===== src/rtl/handshake_constant_seq.sv =====
// Elastic constant source: each accepted ctrl token pushes the next table entry
// into a 2-entry output FIFO so that ctrl_ready depends only on registers.
module handshake_constant_seq #(
   parameter int unsigned DATA_WIDTH = 24,
   parameter int unsigned NUM_CONSTS = 4,
   parameter logic [NUM_CONSTS*DATA_WIDTH-1:0] CONST_TABLE = '0
) (
   input  logic                  clk,
   input  logic                  rst,
   input  logic                  ctrl_valid,
   output logic                  ctrl_ready,
   output logic [DATA_WIDTH-1:0] outs,
   output logic                  outs_valid,
   input  logic                  outs_ready
);

   localparam int unsigned IDX_W = (NUM_CONSTS > 1) ? $clog2(NUM_CONSTS) : 1;
   localparam logic [IDX_W-1:0] IDX_LAST = IDX_W'(NUM_CONSTS - 1);

   logic [IDX_W-1:0]      idx_q, idx_d;
   logic [1:0]            occ_q, occ_d;
   logic [DATA_WIDTH-1:0] buf0_q, buf0_d;
   logic [DATA_WIDTH-1:0] buf1_q, buf1_d;
   logic                  ctrl_ready_q, ctrl_ready_d;
   logic                  outs_valid_q, outs_valid_d;
   logic                  ctrl_fire;
   logic                  out_fire;
   logic [DATA_WIDTH-1:0] cur_const;

   function automatic logic [DATA_WIDTH-1:0] table_entry(input logic [IDX_W-1:0] i);
      table_entry = CONST_TABLE[32'(i) * DATA_WIDTH +: DATA_WIDTH];
   endfunction

   // Next-state: index advance and FIFO push/pop; buf0 is always the head.
   always_comb begin
      idx_d        = idx_q;
      occ_d        = occ_q;
      buf0_d       = buf0_q;
      buf1_d       = buf1_q;
      ctrl_fire    = ctrl_valid & ctrl_ready_q;
      out_fire     = outs_valid_q & outs_ready;
      cur_const    = table_entry(idx_q);

      if (ctrl_fire) begin
         idx_d = (idx_q == IDX_LAST) ? '0 : idx_q + IDX_W'(1);
      end else begin
         idx_d = idx_q;
      end

      case (occ_q)
         2'd0: begin
            if (ctrl_fire) begin
               buf0_d = cur_const;
               occ_d  = 2'd1;
            end else begin
               occ_d  = 2'd0;
            end
         end
         2'd1: begin
            if (ctrl_fire && out_fire) begin
               buf0_d = cur_const;
               occ_d  = 2'd1;
            end else if (ctrl_fire) begin
               buf1_d = cur_const;
               occ_d  = 2'd2;
            end else if (out_fire) begin
               occ_d  = 2'd0;
            end else begin
               occ_d  = 2'd1;
            end
         end
         2'd2: begin
            // ctrl_ready is low when full, so only a pop can happen here
            if (out_fire) begin
               buf0_d = buf1_q;
               occ_d  = 2'd1;
            end else begin
               occ_d  = 2'd2;
            end
         end
         default: begin
            occ_d = 2'd0;
         end
      endcase

      ctrl_ready_d = (occ_d != 2'd2);
      outs_valid_d = (occ_d != 2'd0);
   end

   // State registers with synchronous reset.
   always_ff @(posedge clk) begin
      if (rst) begin
         idx_q        <= '0;
         occ_q        <= 2'd0;
         buf0_q       <= '0;
         buf1_q       <= '0;
         ctrl_ready_q <= 1'b1;
         outs_valid_q <= 1'b0;
      end else begin
         idx_q        <= idx_d;
         occ_q        <= occ_d;
         buf0_q       <= buf0_d;
         buf1_q       <= buf1_d;
         ctrl_ready_q <= ctrl_ready_d;
         outs_valid_q <= outs_valid_d;
      end
   end

   assign ctrl_ready = ctrl_ready_q;
   assign outs_valid = outs_valid_q;
   assign outs       = buf0_q;

endmodule

===== config.mk =====
export PLATFORM = sky130hd
export DESIGN_NAME = handshake_constant_seq
export DESIGN_NICKNAME = d
export VERILOG_FILES = /design/src/rtl/handshake_constant_seq.sv
export SDC_FILE = /design/constraint.sdc
export NUM_CORES = 1
export LEC_CHECK = 0
export CORE_AREA = 2 2 39 41
export DETAILED_ROUTE_END_ITERATION = 16
export DIE_AREA = 0 0 41 43
export PLACE_DENSITY = 0.79
export SETUP_SLACK_MARGIN = 0.3
export SLEW_MARGIN = 40
export SYNTH_ARGS = -nofsm -noshare
export SYNTH_HDL_FRONTEND = slang
export SYNTH_SLANG_ARGS = --single-unit
export TNS_END_PERCENT = 20

===== constraint.sdc =====
create_clock -name clk -period 1.8 [get_ports clk]
set_input_delay 0.54 -clock clk [delete_from_list [all_inputs] [get_ports clk]]
set_output_delay 0.54 -clock clk [all_outputs]
set_load 0.01 [all_outputs]

==> results.cfg <==
[status]
outcome = completed

[synth]
synth.area.top_cells = buf_4 48%, dfxtp_1 21%, nand2_1 4.0%
ys_types = 16
yosys_warnings = 0
synth-seq-cells = 4
netlist_area_sq_um = 379
yosysSeqAreaShare = 0.211
synth.top_cell.area_share = 0.475
yosys.area.top_type = buf_4
syn_avg_cell_area_sq_um = 8.07
synthCells = 47

[global_routing]
grt_usage = 0.0714
grt.overflow.total = 0
antenna_found_initial = 0
grt_busiest_layer = met1
grt_pass1_vias = 200
grt_max_degree = 7
grt_use_met3 = 0.0628
use_met2 = 0.0750
grt.met1_usage = 0.0935
grt_first_pass_wirelength_um = 800

[sta]
rsz0062_at_grt = yes
period_needed_ns = 1.62
tns_ns = 0
slew_viol_final = 0
whs_ns = 0.534
finalHoldViolations = 0
period_share = 0.900
setup_violations = 0
fin_ws_ns = 0.180
finClkSkew_ns = 0.0000732
timing.fmax_mhz = 617

[route]
post_drt_wl_per_cell_um = 7.07
via_count = 266
avgViaCountPerCell = 3.64
drt_pass1_iterations = 4
drc = 0
wirelength_um = 516
drtIter0Drc = 7
ant_nets = 0

[clock_tree]
cts_tree = built
htreeDepth = 1
cts_made_buffers = 3
hold_buffers = 0
path_clk_slew_ns = 0.04
cts_setup_buffers = 0
cts-root-buf = clkbuf_4
cts.sinks = 4
cts-root-to-sink-buffers = 2
insertion_delay_ns = 0.23

[layout]
area_growth_pct = 11.2
final_core_util = 0.305
drive_gt1_frac = 0.211
fin_area_sq_um = 422
final_cells = 73
final_nets = 64
n_antenna_cell = 0

[floorplan]
ioPinCount = 30
row_count = 14
initial_utilization = 0.274
die_h_um = 43
coreArea_sq_mm = 0.00138
die-area_sq_mm = 0.00176
fp.dieW_um = 41

[critical_path]
critPathMaxFanout = 2
arrival_ns = 1.73
crit_type = in -> reg
critical_path_required_ns = 1.91
critical_path_depth = 7
cp_slowest_cell = clkdlybuf4s50_1
critPathMaxStageDelay_ns = 0.47
path_cells = clkdlybuf4s50_1 -> nand2_2 -> inv_2 -> ha_4 -> buf_4 -> a32oi_1 -> a21oi_1
path_buf_inv = 3
worst_setup_path_end_kind = flip-flop
startpoint_type = input port
critPathTopFamily = buffers and inverters
reg2reg_depth = 5

[flow_run]
cap_viol_max_count = 0

[place]
dp_cells = 70
gp_congestion = 0.639
placed_cell_area_sq_um = 378
hpwl_um = 433
preCtsSetupSlack_ns = -0.165
port_buffers = 5

[power_and_ir_drop]
power.total_mw = 0.300
peakVddDrop_mv = 0.266
power.density_mw_per_mm2 = 711
power_leakage_nw = 0.212

[worst_hold_path]
hold_depth = 2
hp-class = reg -> reg
[sequential cells by signal, indices dropped and copies added (netlist names)]
| signal | count |
|---|---|
| occ_q | 2 |
| ctrl_ready | 1 |
| outs_valid | 1 |
[report_power, final]
| part | switching, mW | internal (mW) |
|---|---|---|
| clock network | 0.0332 | 0.0743 |
| registers | 0.00724 | 0.0968 |
| logic | 0.0517 | 0.0366 |
| total | 0.0921 | 0.208 |
[Yosys cell counts]
| library cell | instances |
|---|---|
| conb_1 | 1 |
| a22oi_2 | 1 |
| o21ai_0 | 1 |
| nand2_1 | 4 |
| dfxtp_1 | 4 |
| and2b_2 | 1 |
| and2b_1 | 1 |
| ha_1 | 1 |
| buf_4 | 24 |
| a21oi_1 | 1 |
| nor2_1 | 2 |
| a32oi_1 | 1 |
| a211o_1 | 1 |
| a221oi_1 | 1 |
| o21bai_1 | 1 |
| inv_1 | 2 |
[layout by cell type (no fill, tap or decap), drive strengths merged]
cell and n:
dlymetal6s2s 1, a211o 1, conb 24, nand2 4
dfxtp 4, clkbuf 3, a22oi 1, dlygate4sd2 2
a32oi 1, inv 2, ha 1, and2b 2
o21ai 1, nor2 2, a221oi 1, a21oi 1
clkdlybuf4s50 2, buf 3, o21bai 1
[worst min-delay path: stages, from the launching register on]
cell and delay (ns):
dfxtp_1 0.33, inv_1 0.06, a211o_1 0.11
[final timing paths]
check | startpoint | endpoint | slack (ns)
max | ctrl_valid | occ_q[0] | 0.18
min | occ_q[1] | ctrl_ready | 0.53
max reg2reg | outs_valid | outs_valid | 0.60
min reg2reg | occ_q[1] | ctrl_ready | 0.53
[layout make-up]
cell class	count	area (sq um)
repair buffers	8	72.6
inverters	2	7.51
fillers	160	962
multi-input cells	40	219
clock buffers	3	22.5
flip-flops and latches	4	80.1
well taps	16	20.0
[layer usage]
layer	share of wire	up-vias
li1	-	127
met1	0.39	115
met2	0.41	22
met3	0.18	2
met4	0.012	0
met5	0	-
[cell families (layout without fill, tap and decap cells)]
logic type	after synthesis	after routing	synth area share
flops	4	4	0.211
simple gates	8	8	0.102
other cells	1	24	0.00989
fa+ha+maj	1	1	0.0330
compound gates	7	7	0.149
buf+inv	26	13	0.495
[what timing repair did]
action	4_1_cts	5_1_grt
endpoints found under the setup margin	5	4
gates resized for setup	4	4
pin swaps	4	0
Note: power is estimated with default switching activity, not from simulation.
